`config.mk`:
```
export PLATFORM = sky130hd
export DESIGN_NAME = tournament_update_ctrl
export DESIGN_NICKNAME = d
export VERILOG_FILES = /design/src/rtl/tournament_update_ctrl.sv
export SDC_FILE = /design/constraint.sdc
export NUM_CORES = 1
export LEC_CHECK = 0
export BUFFER_PORTS_ARGS = -buffer_cell sky130_fd_sc_hd__buf_2
export CAP_MARGIN = 25
export CORE_ASPECT_RATIO = 0.5
export CORE_MARGIN = 1
export CORE_UTILIZATION = 35
export DETAILED_ROUTE_END_ITERATION = 10
export GPL_ROUTABILITY_DRIVEN = 0
export GPL_TIMING_DRIVEN = 0
export PLACE_DENSITY_LB_ADDON = 0.15
export SLEW_MARGIN = 0
export SYNTH_ARGS = -nofsm -noshare
export SYNTH_HDL_FRONTEND = slang
export SYNTH_SLANG_ARGS = --single-unit
```
`constraint.sdc`:
```
create_clock -name clk_i -period 1.97 [get_ports clk_i]
set_input_delay 0.0985 -clock clk_i [delete_from_list [all_inputs] [get_ports clk_i]]
set_output_delay 0.0985 -clock clk_i [all_outputs]
set_load 0.02 [all_outputs]
```
`src/rtl/tournament_update_ctrl.sv`:
```
// Write sequencer for the tournament predictor's GBP/LBP/MBP 2-bit counter tables:
// init sweep after reset/flush, then saturating updates. Optional stats: BPRED_UPD_STATS_EN.
module tournament_update_ctrl #(
  parameter int         NR_ENTRIES = 64,
  parameter int         IDX_W      = $clog2(NR_ENTRIES),
  parameter logic [1:0] CTR_INIT   = 2'b01,
  parameter logic [1:0] MBP_INIT   = 2'b10
) (
  input  logic             clk_i,
  input  logic             rst_i,
  input  logic             flush_i,
  output logic             init_done_o,
  input  logic             upd_valid_i,
  output logic             upd_ready_o,
  input  logic             upd_taken_i,
  input  logic [IDX_W-1:0] upd_gbp_idx_i,
  input  logic [IDX_W-1:0] upd_lbp_idx_i,
  input  logic [IDX_W-1:0] upd_mbp_idx_i,
  input  logic [1:0]       upd_gbp_ctr_i,
  input  logic [1:0]       upd_lbp_ctr_i,
  input  logic [1:0]       upd_mbp_ctr_i,
  output logic             gbp_we_o,
  output logic             lbp_we_o,
  output logic             mbp_we_o,
  output logic [IDX_W-1:0] gbp_widx_o,
  output logic [IDX_W-1:0] lbp_widx_o,
  output logic [IDX_W-1:0] mbp_widx_o,
  output logic [1:0]       gbp_wdata_o,
  output logic [1:0]       lbp_wdata_o,
`ifdef BPRED_UPD_STATS_EN
  output logic [31:0]      upd_cnt_o,
  output logic [31:0]      mispred_cnt_o,
`endif
  output logic [1:0]       mbp_wdata_o
);

  typedef enum logic {INIT, READY} state_t;

  localparam logic [IDX_W-1:0] LAST_IDX = IDX_W'(NR_ENTRIES - 1);

  state_t           state_reg;
  logic [IDX_W-1:0] sweep_cnt_reg;

  logic       accept;
  logic [1:0] gbp_cur, lbp_cur, mbp_cur;
  logic       gbp_ok, lbp_ok;
  logic [1:0] gbp_next, lbp_next, mbp_next;
  logic       mbp_wr;

  function automatic logic [1:0] sat_step(input logic [1:0] ctr, input logic up);
    logic [1:0] res;
    res = ctr;
    if (up && ctr != 2'b11)
      res = ctr + 2'b01;
    else if (!up && ctr != 2'b00)
      res = ctr - 2'b01;
    return res;
  endfunction

  assign init_done_o = (state_reg == READY);
  assign upd_ready_o = (state_reg == READY) && !flush_i;
  assign accept      = upd_valid_i && upd_ready_o;

  // The counter supplied with the update may be stale if the same entry is being
  // written right now (sweep or previous update); forward the in-flight value.
  assign gbp_cur = (gbp_we_o && gbp_widx_o == upd_gbp_idx_i) ? gbp_wdata_o : upd_gbp_ctr_i;
  assign lbp_cur = (lbp_we_o && lbp_widx_o == upd_lbp_idx_i) ? lbp_wdata_o : upd_lbp_ctr_i;
  assign mbp_cur = (mbp_we_o && mbp_widx_o == upd_mbp_idx_i) ? mbp_wdata_o : upd_mbp_ctr_i;

  assign gbp_ok   = (gbp_cur[1] == upd_taken_i);
  assign lbp_ok   = (lbp_cur[1] == upd_taken_i);
  assign gbp_next = sat_step(gbp_cur, upd_taken_i);
  assign lbp_next = sat_step(lbp_cur, upd_taken_i);
  // Chooser only trains when exactly one component was right; towards that one.
  assign mbp_wr   = gbp_ok ^ lbp_ok;
  assign mbp_next = sat_step(mbp_cur, gbp_ok);

  always_ff @(posedge clk_i or posedge rst_i) begin
    if (rst_i) begin
      state_reg     <= INIT;
      sweep_cnt_reg <= '0;
      gbp_we_o      <= 1'b0;
      lbp_we_o      <= 1'b0;
      mbp_we_o      <= 1'b0;
      gbp_widx_o    <= '0;
      lbp_widx_o    <= '0;
      mbp_widx_o    <= '0;
      gbp_wdata_o   <= '0;
      lbp_wdata_o   <= '0;
      mbp_wdata_o   <= '0;
    end else begin
      gbp_we_o <= 1'b0;
      lbp_we_o <= 1'b0;
      mbp_we_o <= 1'b0;
      case (state_reg)
        INIT: begin
          if (flush_i) begin
            sweep_cnt_reg <= '0;
          end else begin
            gbp_we_o    <= 1'b1;
            lbp_we_o    <= 1'b1;
            mbp_we_o    <= 1'b1;
            gbp_widx_o  <= sweep_cnt_reg;
            lbp_widx_o  <= sweep_cnt_reg;
            mbp_widx_o  <= sweep_cnt_reg;
            gbp_wdata_o <= CTR_INIT;
            lbp_wdata_o <= CTR_INIT;
            mbp_wdata_o <= MBP_INIT;
            if (sweep_cnt_reg == LAST_IDX) begin
              state_reg     <= READY;
              sweep_cnt_reg <= '0;
            end else begin
              sweep_cnt_reg <= sweep_cnt_reg + 1'b1;
            end
          end
        end
        READY: begin
          if (flush_i) begin
            state_reg     <= INIT;
            sweep_cnt_reg <= '0;
          end else if (accept) begin
            gbp_we_o    <= 1'b1;
            lbp_we_o    <= 1'b1;
            gbp_widx_o  <= upd_gbp_idx_i;
            lbp_widx_o  <= upd_lbp_idx_i;
            gbp_wdata_o <= gbp_next;
            lbp_wdata_o <= lbp_next;
            if (mbp_wr) begin
              mbp_we_o    <= 1'b1;
              mbp_widx_o  <= upd_mbp_idx_i;
              mbp_wdata_o <= mbp_next;
            end
          end
        end
        default: begin
          state_reg     <= INIT;
          sweep_cnt_reg <= '0;
        end
      endcase
    end
  end

`ifdef BPRED_UPD_STATS_EN
  logic mispred;

  // Misprediction is judged against whichever component the chooser selected.
  assign mispred = mbp_cur[1] ? !gbp_ok : !lbp_ok;

  always_ff @(posedge clk_i or posedge rst_i) begin
    if (rst_i) begin
      upd_cnt_o     <= '0;
      mispred_cnt_o <= '0;
    end else if (accept) begin
      upd_cnt_o <= upd_cnt_o + 32'd1;
      if (mispred)
        mispred_cnt_o <= mispred_cnt_o + 32'd1;
    end
  end
`else
  // Statistics counters are not built in this configuration.
`endif

endmodule

```
==> Yosys cells after proc, flatten, opt, wreduce, memory -nomap -nowiden <==
Index checks and enable logic that the tools add are counted.
Widths: inputs -> output; s select.
{ "word_totals": {"output_inout_bits": 29, "elab_cells": 99, "ff_bits": 33, "inputBits": 29} }
{ "op_classes": {"n_reduce_logical": 19, "bitwise": 2, "n_eq_ne": 14, "add_sub_neg": 7, "n_mux": 47} }
{ "op_table": {"columns": ["op", "n"], "rows": [
  ["$mux 6", 11],
  ["$pmux 6 s2", 4],
  ["$mux 2", 18],
  ["$eq 6x6->1", 3],
  ["$ne 2x2->1 const B", 6],
  ["$pmux 2 s2", 3],
  ["$logic_and 1x1->1", 11],
  ["$mux 1", 8],
  ["$add 2x1->2 const B", 3],
  ["$add 6x1->6 const B", 1],
  ["$eq 6x6->1 const B", 1],
  ["$pmux 1 s2", 3],
  ["$reduce_bool 2->1", 3],
  ["$sub 2x1->2 const B", 3],
  ["$ne 2x1->1 const B", 2],
  ["$reduce_and 4->1", 1],
  ["$logic_not 1->1", 3],
  ["$reduce_and 3->1", 1],
  ["$eq 1x1->1", 2],
  ["$not 1->1", 1],
  ["$xor 1x1->1", 1]
]} }

==> Longest topological paths before layout <==
Gate-level depths: netlist of run 1.
{ "depth": {"word_depth": 12, "depth_mapped": 10, "ltp_nobuf": 10} }

==> Worst setup path before layout of run 1 <==
Ideal clock, no wire load.
{ "synth_timing": {"path_type": "reg2reg", "start": "reg gbp_widx_o[5]", "end": "reg gbp_wdata_o[1]", "stages_incl_launch_ff": 9, "slack_ps": -255, "setup_ps": 83, "period_less_slack_ps": 2225, "required_time_ps": 1887, "arrival_ps": 2142, "n_path_buf": 0, "cell_sequence": "dfrtp_1 -> xor2_1 -> nor4_4 -> mux2i_2 -> inv_1 -> ha_1 -> nand2_1 -> mux2_2 -> o22ai_1"} }
{ "synth_between": {"elab_chain_cells": 10, "elab_cells_between_ends": 14, "classes_between": "2 x add/sub; 2 x eq/ne; 6 x mux; 4 x reduce/logical"} }
{ "synth_rtl": {"columns": ["item", "line", "source"], "rows": [
  ["start, declared", "25", "output logic [IDX_W-1:0] gbp_widx_o,"],
  ["start signal, assigned", "103", "gbp_widx_o <= sweep_cnt_reg;"],
  ["start signal, assigned", "124", "gbp_widx_o <= upd_gbp_idx_i;"],
  ["$eq 6x6->1 (*)", "66", "assign gbp_cur = (gbp_we_o && gbp_widx_o == upd_gbp_idx_i) ? gbp_wdata_o : upd_gbp_ctr_i;"],
  ["$logic_and 1x1->1 (*)", "66", null],
  ["$mux 2 (*)", "66", null],
  ["branches (longest 3 deep; another with $sub 2x1->2)", null, null],
  ["$mux 2 (*)", "53", "if (up && ctr != 2'b11)"],
  ["$mux 2 (*)", "121", "end else if (accept) begin"],
  ["$mux 2 (*)", "118", "if (flush_i) begin"],
  ["$pmux 2 s2 (*)", "95", "case (state_reg)"],
  ["end signal, assigned", "126", "gbp_wdata_o <= gbp_next;"],
  ["end, declared", "28", "output logic [1:0] gbp_wdata_o,"]
]} }
Every way passes the cells marked *. The select of a mux whose other input is x is not followed.
A chain may end at the register's enable or synchronous reset.

==> Worst setup path after layout of run 1 <==
{ "layout_timing": {"start": "reg gbp_widx_o[1]", "end": "reg mbp_widx_o[0]"} }
{ "layout_between": {"elab_chain_cells": 7} }
{ "layout_rtl": {"columns": ["item", "line", "source"], "rows": [
  ["$eq 6x6->1", "66", null],
  ["$logic_and 1x1->1", "66", null],
  ["$mux 2", "66", null],
  ["$eq 1x1->1", "70", "assign gbp_ok = (gbp_cur[1] == upd_taken_i);"],
  ["$xor 1x1->1", "75", "assign mbp_wr = gbp_ok ^ lbp_ok;"],
  ["$ne 2x1->1 (no source line)", null, null],
  ["$reduce_and 4->1 (no source line)", null, null],
  ["end signal, assigned", "105", "mbp_widx_o <= sweep_cnt_reg;"],
  ["end signal, assigned", "130", "mbp_widx_o <= upd_mbp_idx_i;"],
  ["end, declared", "27", "output logic [IDX_W-1:0] mbp_widx_o,"]
]} }
Every way passes these cells.

==> impl_metrics.ini, run 1 <==
[finish]
multi_input_area_sq_mm = 0.00116
final_core_util = 0.548
drive_above_1_share = 0.446
regArea_sq_um = 838
fillerInstances = 482
syn2layout_area_growth_pct = 45.0
n_antenna_cell = 0
fin_nets = 317

[worst_hold_path]
min_from = upd_mbp_idx_i[2]
hold_path_end = mbp_widx_o[2]
holdPathStages = 3
hold_path_class = in -> reg

[timing]
rsz0062_at_grt = yes
slew_headroom = 0.471
post-route-min-period_ns = 2.16
final.setup.worst_slack_ns = -0.187
drv_slew = 0
skew_ns = 0.00449
tns_ns = -1.81
fin_crit_sh = 1.09
setup_viol = 13
finalHoldViolCount = 0
fmax_mhz = 464
tightest_slew_ns = 0.792

[logic_synthesis]
synth_fp_nets = 234
ys_ff_latch = 33
syn_avg_cell_area_sq_um = 9.62
synth_cells = 201
yosysWarningCount = 0
async_reset_ff_frac = 1.00
synth_area_sq_mm = 0.00193
yosysSeqAreaShare = 0.427
synth.distinct_cells = 35
synth_edf_count = 0
synthFlopType = dfrtp_1

[die]
die_y_um = 54.6
dieArea_sq_mm = 0.00584
core.rowCount = 18
core_area_sq_mm = 0.00511
start_util = 0.378
die_x_um = 107
pin_count = 58

[routing]
avgRoutedWirePerCell_um = 14.4
drtIter0Drc = 32
drt_wl_total_um = 5120
drc = 0
firstDrtPassIters = 6
antenna_left = 0
avgViaCountPerCell = 4.87
via_count = 1728

[pwr]
switchingPower_w = 0.000502
power_density_mw_per_mm2 = 650
combinationalPowerShare = 0.226
swShare = 0.275
internal-power_w = 0.00132
vdd.ir_drop.worst_uv = 396
p_leak_nw = 1.28
power_frac_seq = 0.411
clockPowerShare = 0.363

[global_route]
overflow = 0
met2_usage = 0.325
grtUsageMet3 = 0.0417
gr-usage-all-layers = 0.185
gr-usage-met1 = 0.239
top_usage_layer = met2
grt_max_degree = 18
antenna_found_initial = 0
grt_pass1_vias = 1669
grt_pass1_wl_um = 8010

[clock_tree]
numCtsBuffers = 5
clkTransAtPathRegs_ns = 0.07
cts_tree = yes
htree_num_levels = 2
cts_sinks = 33
clk_latency_ns = 0.28
root_buffer = clkbuf_8
cts.path.max_buffers = 2

[setup_path]
reg2reg_depth = 10
crit_required_ns = 2.16
startpoint_type = flop
crit_type = reg -> reg
cp.arrival_ns = 2.35
reg2reg_setup_slack_ns = -0.19
timing.rr.end = mbp_widx_o[0]
timing.rr.start = gbp_widx_o[1]
cp_max_fo = 7
cp-end-kind = flop

[status]
violations = negative setup slack
status = finished with violations

[placement]
port_buffers = 55
hpwl_um = 3750

[run]
max-cap-violations = 0
[worst max-delay path by stage]
stage | startpoint | to | slack (ns) | cells after the start
detailed placement | lbp_widx_o[5] | mbp_widx_o[0] | -0.43 | 7
global placement | lbp_widx_o[4] | lbp_wdata_o[1] | -0.39 | 9
global route | gbp_widx_o[1] | mbp_widx_o[0] | -0.32 | 10
finish | gbp_widx_o[1] | mbp_widx_o[0] | -0.19 | 10
CTS | lbp_widx_o[4] | lbp_wdata_o[0] | -0.33 | 10
floorplan | gbp_widx_o[1] | gbp_wdata_o[1] | -0.23 | 9
[layout make-up]
class,count,share of cell area
Clock inverter,1,0.0107
Multi-Input combinational cell,142,0.416
Timing Repair Buffer,76,0.175
Tap cell,70,0.0312
Buffer,8,0.0134
Sequential cell,33,0.299
Inverter,18,0.0241
Clock buffer,7,0.0308
[synth_stat cells, drive strengths merged, types with 2 or more instances]
library cell	n	area [sq um]
mux2i	14	148
nand4	3	18.8
a21oi	31	166
and3	2	12.5
o22ai	4	25.0
and2	2	12.5
nand2	3	11.3
nor2	19	71.3
dfrtp	33	826
inv	18	67.6
nand3	2	10.0
mux2	3	33.8
xnor2	13	114
xor2	12	105
maj3	2	22.5
ha	4	50.1
a31oi	3	18.8
buf	3	15.0
nand2b	2	12.5
clkbuf	5	18.8
o21ai	5	25.0
nor2b	9	56.3
nor4	3	48.8
[stage by stage]
step                      area (sq um)  instances  hold WS, ns  setup WS (ns)  total power [W]
after floorplan                   1980        201        0.227         -0.233         0.000979
after global placement            2340        326        0.403         -0.385          0.00108
after detailed placement          2370        327        0.280         -0.430          0.00110
after CTS                         2750        353        0.138         -0.325          0.00182
after global routing              2800        355        0.146         -0.323          0.00190
final                             2800        355        0.137         -0.187          0.00182
[layer usage]
metal,routed length [um],part of all wire
met1,2490,0.49
met2,2380,0.47
met3,201,0.039
met4,46,0.0090
met5,0,0
[power groups by stage]
stage	Combinational, W	Sequential (W)	Clock [W]
2_1_floorplan	0.000181	0.000798	0
3_3_place_gp	0.000321	0.000762	0
3_5_place_dp	0.000335	0.000763	0
4_1_cts	0.000397	0.000749	0.000672
5_1_grt	0.000449	0.000755	0.000700
6_report	0.000411	0.000749	0.000661
[worst max-delay path, stage by stage, from the launching register on]
cell and delay (ns):
dfrtp_2 0.42, xnor2_2 0.13, nand4_1 0.15, nor4_4 0.16
buf_4 0.18, mux2i_4 0.25, buf_6 0.15, xor2_4 0.08
a21oi_4 0.17, buf_12 0.15, mux2i_2 0.22
[cells in the final DEF (no fill, tap or decap), drive strengths merged, types with 5 or more instances in the layout]
cell type   n
buf        78
dfrtp      33
mux2i      14
clkbuf     12
nor2b       9
xnor2      13
xor2       12
nor2       19
a21oi      31
o21ai       5
inv        18
[kinds of logic (layout without fill, tap and decap cells)]
group,count (synthesis),count (layout),share of synthesized area
adder cells (fa/ha/maj),6,6,0.0375
AND/OR/NAND/NOR,46,46,0.134
XOR/XNOR,25,25,0.113
multiplexers,17,17,0.0939
AO/OA/AOI/OAI,48,48,0.142
flip-flops,33,33,0.427
buffers and inverters,26,110,0.0524
[repair_timing]
action,4_1_cts,5_1_grt
pin swaps,21,6
buffers inserted,17,2
hold buffers,1,0
gates resized for setup,21,9
endpoints found under the setup margin,27,25
hold endpoints to repair,16,0
(Power assumes the default switching activity.)
==> run 2: changes to the inputs <==
--- a/config.mk
+++ b/config.mk
@@ -8,7 +8,7 @@
 export BUFFER_PORTS_ARGS = -buffer_cell sky130_fd_sc_hd__buf_2
 export CAP_MARGIN = 25
 export CORE_ASPECT_RATIO = 0.5
-export CORE_MARGIN = 1
+export CORE_MARGIN = 10
 export CORE_UTILIZATION = 35
 export DETAILED_ROUTE_END_ITERATION = 10
 export GPL_ROUTABILITY_DRIVEN = 0
==> run 2 against run 1 <==
- the run still ends with negative setup slack left
- critical path depth down 1
- core utilization down 2.1 points
- combinational power down 3%
- total power down 8.7%
- sequential power about the same
- fmax down 3.4%
- register-to-register slack worse by 0.08 ns
- clock power down 23%
- critical path type unchanged
- critical endpoint is now gbp_wdata_o[1]
- via count up 1.1%
- clock skew up 0.0032 ns
- largest cell class unchanged
==> impl_metrics.ini, run 2 (synthesis results as in run 1) <==
[routing]
drtIter0Drc = 84
firstDrtPassIters = 4
drc = 0
via_count = 1747
antenna_left = 0
drt_wl_total_um = 5880
avgRoutedWirePerCell_um = 16.8
avgViaCountPerCell = 4.99

[setup_path]
reg2reg_setup_slack_ns = -0.26
timing.rr.start = gbp_widx_o[1]
timing.rr.end = gbp_wdata_o[1]
crit_type = reg -> reg
crit_required_ns = 2.18
reg2reg_depth = 9
cp-end-kind = flop
cp.arrival_ns = 2.44
cp_max_fo = 2
startpoint_type = flop

[worst_hold_path]
min_from = upd_mbp_idx_i[3]
hold_path_end = mbp_widx_o[3]
hold_path_class = in -> reg
holdPathStages = 3

[die]
die_x_um = 125
pin_count = 58
start_util = 0.376
dieArea_sq_mm = 0.00908
die_y_um = 72.6
core.rowCount = 18
core_area_sq_mm = 0.00513

[pwr]
internal-power_w = 0.00114
power_frac_seq = 0.452
total_power_w = 0.00166
p_leak_nw = 1.24
swShare = 0.314
clockPowerShare = 0.307
switchingPower_w = 0.000522
power_density_mw_per_mm2 = 615
combinationalPowerShare = 0.241
vdd.ir_drop.worst_uv = 243

[global_route]
grt_pass1_wl_um = 9580
grt_pass1_vias = 1865
grt_max_degree = 24
antenna_found_initial = 0
overflow = 0
gr-usage-all-layers = 0.130

[timing]
setup_viol = 25
finalHoldViolCount = 0
tightest_slew_ns = 0.723
slew_headroom = 0.515
rsz0062_at_grt = yes
post-route-min-period_ns = 2.23
fin_crit_sh = 1.13
skew_ns = 0.00768
final.setup.worst_slack_ns = -0.264
drv_slew = 0
fmax_mhz = 448
tns_ns = -4.43

[finish]
final_core_util = 0.527
syn2layout_area_growth_pct = 40.0
regArea_sq_um = 838
drive_above_1_share = 0.429
fillerInstances = 494
multi_input_area_sq_mm = 0.00117
final_common_cell = buf_2
layout_common_cells = buf_2, a21oi_1, dfrtp_1
fin_nets = 312
n_antenna_cell = 0

[placement]
hpwl_um = 4250
pre_cts_ws_ns = -0.417
port_buffers = 55

[status]
status = finished with violations
violations = negative setup slack

[clock_tree]
clkTransAtPathRegs_ns = 0.07
htree_num_levels = 2
numCtsBuffers = 5
cts_sinks = 33
clk_latency_ns = 0.29
root_buffer = clkbuf_8
cts.path.max_buffers = 2
cts_tree = yes

[run]
max-cap-violations = 0
## run 2: timing repair
action / in CTS / in global routing
pin swaps: 12 / 6
setup buffers: 12 / 1
resized for setup: 16 / 10
setup endpoints to repair: 26 / 26
cloned: 1 / 0
hold buffers: 1 / 0
hold endpoints to repair: 10 / 0
## run 2: cell type report
type | count | share of cell area
timing repair buffer | 70 | 0.154
multi-input combinational | 143 | 0.434
clock buffer | 6 | 0.0268
clock inverter | 2 | 0.00370
inverter | 18 | 0.0250
sequential | 33 | 0.310
tap | 70 | 0.0324
buffer | 8 | 0.0139
## run 2: how the worst max path moves through the flow
stage | from | endpoint | slack [ns]
finish | gbp_widx_o[1] | gbp_wdata_o[1] | -0.26
global route | lbp_widx_o[4] | mbp_widx_o[2] | -0.39
CTS | lbp_widx_o[1] | mbp_wdata_o[0] | -0.34
detailed placement | lbp_widx_o[1] | mbp_widx_o[1] | -0.42
global placement | lbp_widx_o[1] | mbp_widx_o[0] | -0.38
floorplan | gbp_widx_o[1] | gbp_wdata_o[1] | -0.23
## run 2: layer usage
metal | part of all wire | track usage | vias to the layer above
met3 | 0.039 | 0.0312 | 9
met4 | 0.014 | 0.0419 | 0
met1 | 0.45 | 0.157 | 862
met2 | 0.50 | 0.224 | 37
met5 | 0 | 0 | -
li1 | - | - | 839
## run 2: stage by stage
| step | hold slack (ns) | cell area [sq um] | cells |
|---|---|---|---|
| floorplan | 0.227 | 1980 | 201 |
| global placement | 0.410 | 2340 | 326 |
| detailed placement | 0.163 | 2370 | 327 |
| CTS | 0.123 | 2650 | 349 |
| global route | 0.152 | 2710 | 350 |
| finish | 0.123 | 2710 | 350 |
## run 2: power by group through the flow
stage / Combinational (W) / Clock (W) / Sequential (W)
floorplan: 0.000181 / 0 / 0.000798
global placement: 0.000325 / 0 / 0.000763
detailed placement: 0.000337 / 0 / 0.000764
CTS: 0.000387 / 0.000516 / 0.000750
global route: 0.000440 / 0.000546 / 0.000757
finish: 0.000400 / 0.000511 / 0.000752
## run 2: worst max-delay path, cell delays in order, from the launching register on
cell and delay (ns):
dfrtp_2 0.42, xnor2_2 0.16, nand4_1 0.16, nor4_4 0.16
buf_4 0.18, mux2_4 0.31, ha_2 0.32, nand2_1 0.05
mux2_2 0.29, o22ai_2 0.11
==> run 3: changes to the inputs <==
--- a/config.mk
+++ b/config.mk
@@ -14,6 +14,7 @@
 export GPL_ROUTABILITY_DRIVEN = 0
 export GPL_TIMING_DRIVEN = 0
 export PLACE_DENSITY_LB_ADDON = 0.15
+export RECOVER_POWER = 50
 export SLEW_MARGIN = 0
 export SYNTH_ARGS = -nofsm -noshare
 export SYNTH_HDL_FRONTEND = slang
==> constraint.sdc (replaced) <==
create_clock -name clk_i -period 2.85 [get_ports clk_i]
set_input_delay 0.1425 -clock clk_i [delete_from_list [all_inputs] [get_ports clk_i]]
set_output_delay 0.1425 -clock clk_i [all_outputs]
set_load 0.02 [all_outputs]
==> run 3 against run 2 <==
- largest cell class unchanged
- die area stayed put
- the flow now finishes without violations
- first-iteration DRC count is 1.2% higher
- clock skew hardly changed
- sequential power is 31% lower
- combinational power is 45% lower
==> impl_metrics.ini, run 3 (synthesis results as in run 1) <==
[clock_tree]
ctsResizeCount = 0
clkTransAtPathRegs_ns = 0.07
clk_latency_ns = 0.28
numCtsBuffers = 5
cts_tree = yes
hold_buffers = 0
root_buffer = clkbuf_8
cts_sinks = 33
htree_num_levels = 2
cts.path.max_buffers = 2
postCtsSetupBuffers = 0

[finish]
layout_common_cells = buf_2, dfrtp_1, a21oi_1
fin_area_sq_mm = 0.00240
fin_nets = 297
drive_above_1_share = 0.226
syn2layout_area_growth_pct = 24.1
final_common_cell = buf_2
n_antenna_cell = 0

[global_route]
antenna_found_initial = 0
grt_pass1_wl_um = 8980
overflow = 0
gr-usage-all-layers = 0.122
grt_pass1_vias = 1704
grt_max_degree = 22

[timing]
final.setup.worst_slack_ns = 0.433
post-route-min-period_ns = 2.42
finalHoldViolCount = 0
setup_viol = 0
tightest_slew_ns = 0.841
rsz0062_at_grt = no
drv_slew = 0
skew_ns = 0.00719
fmax_mhz = 414
slew_headroom = 0.439
fin_crit_sh = 0.848
tns_ns = 0

[die]
start_util = 0.376
pin_count = 58
die_y_um = 72.6
core.rowCount = 18
dieArea_sq_mm = 0.00908
core_area_sq_mm = 0.00513
die_x_um = 125

[run]
max-cap-violations = 0

[routing]
avgRoutedWirePerCell_um = 16.3
drt_wl_total_um = 5460
firstDrtPassIters = 4
via_count = 1643
avgViaCountPerCell = 4.90
drc = 0
antenna_left = 0
drtIter0Drc = 85

[setup_path]
cp.arrival_ns = 2.61
crit_required_ns = 3.05
startpoint_type = flop
cp_max_fo = 9
cp-end-kind = flop
crit_type = reg -> reg

[pwr]
total_power_w = 0.00120
power_density_mw_per_mm2 = 500
p_leak_nw = 1.09
vdd.ir_drop.worst_uv = 175

[placement]
port_buffers = 55
hpwl_um = 4290
dpl_cell_area_sq_mm = 0.00231
pre_cts_ws_ns = 0.438

[status]
status = complete, no violations

[worst_hold_path]
hold_path_class = in -> async
[run 3: cell count changes in the layout (fill, tap and decap cells not counted), moves of 3 or more]
cell	previous run	this run
buf_2	56	41
buf_4	12	1
clkbuf_1	4	21
dfrtp_1	23	33
dfrtp_2	10	0
mux2i_4	4	0
xnor2_1	8	13
xnor2_2	5	0
xor2_1	9	12
[run 3: worst max-delay path: stages, from the launching register on]
cell and delay (ns):
dfrtp_1 0.40, xnor2_1 0.19, nand4_1 0.17, nor4_4 0.27, mux2i_2 0.46, xor2_1 0.20
a21oi_4 0.39, mux2i_1 0.25
[run 3: worst paths after layout]
| check | depth (start not counted) | endpoint | slack (ns) | startpoint |
|---|---|---|---|---|
| max | 7 | mbp_widx_o[3] | 0.43 | gbp_widx_o[1] |
| min | 2 | gbp_widx_o[5] | 0.02 | rst_i |
| max reg2reg | 7 | mbp_widx_o[3] | 0.43 | gbp_widx_o[1] |
| min reg2reg | 1 | sweep_cnt_reg[5] | 0.51 | sweep_cnt_reg[5] |
| max in group asynchronous | 3 | lbp_widx_o[4] | 1.67 | rst_i |
| min in group clk_i | 3 | mbp_widx_o[1] | 0.17 | upd_mbp_idx_i[1] |
[run 3: through the flow]
step | instances | utilization | hold WS (ns)
floorplan | 201 | - | 0.271
global placement | 326 | 0.447 | 0.453
detailed placement | 327 | 0.450 | 0.383
CTS | 335 | 0.473 | 0.0713
global route | 335 | 0.467 | 0.106
finish | 335 | 0.467 | 0.0193
[run 3: layout make-up]
| cell class | count | area, sq um |
|---|---|---|
| fill | 513 | 2740 |
| tap | 70 | 87.6 |
| timing repair buffer | 56 | 262 |
| inverter | 18 | 67.6 |
| sequential | 33 | 826 |
| multi-input combinational | 142 | 1010 |
| buffer | 8 | 33.8 |
| clock buffer | 7 | 86.3 |
| clock inverter | 1 | 30.0 |
[run 3: report_power, final]
part	switching, W	leakage, nW	internal, W
sequential	0.0000229	0.418	0.000493
combinational	0.000134	0.614	0.0000869
clock	0.000178	0.0585	0.000285
[run 3: layer usage]
layer | GRT usage | up-vias | part of all wire
li1 | - | 808 | -
met2 | 0.210 | 24 | 0.50
met1 | 0.147 | 809 | 0.45
met4 | 0.0419 | 0 | 0.0088
met5 | 0 | - | 0
met3 | 0.0312 | 2 | 0.041
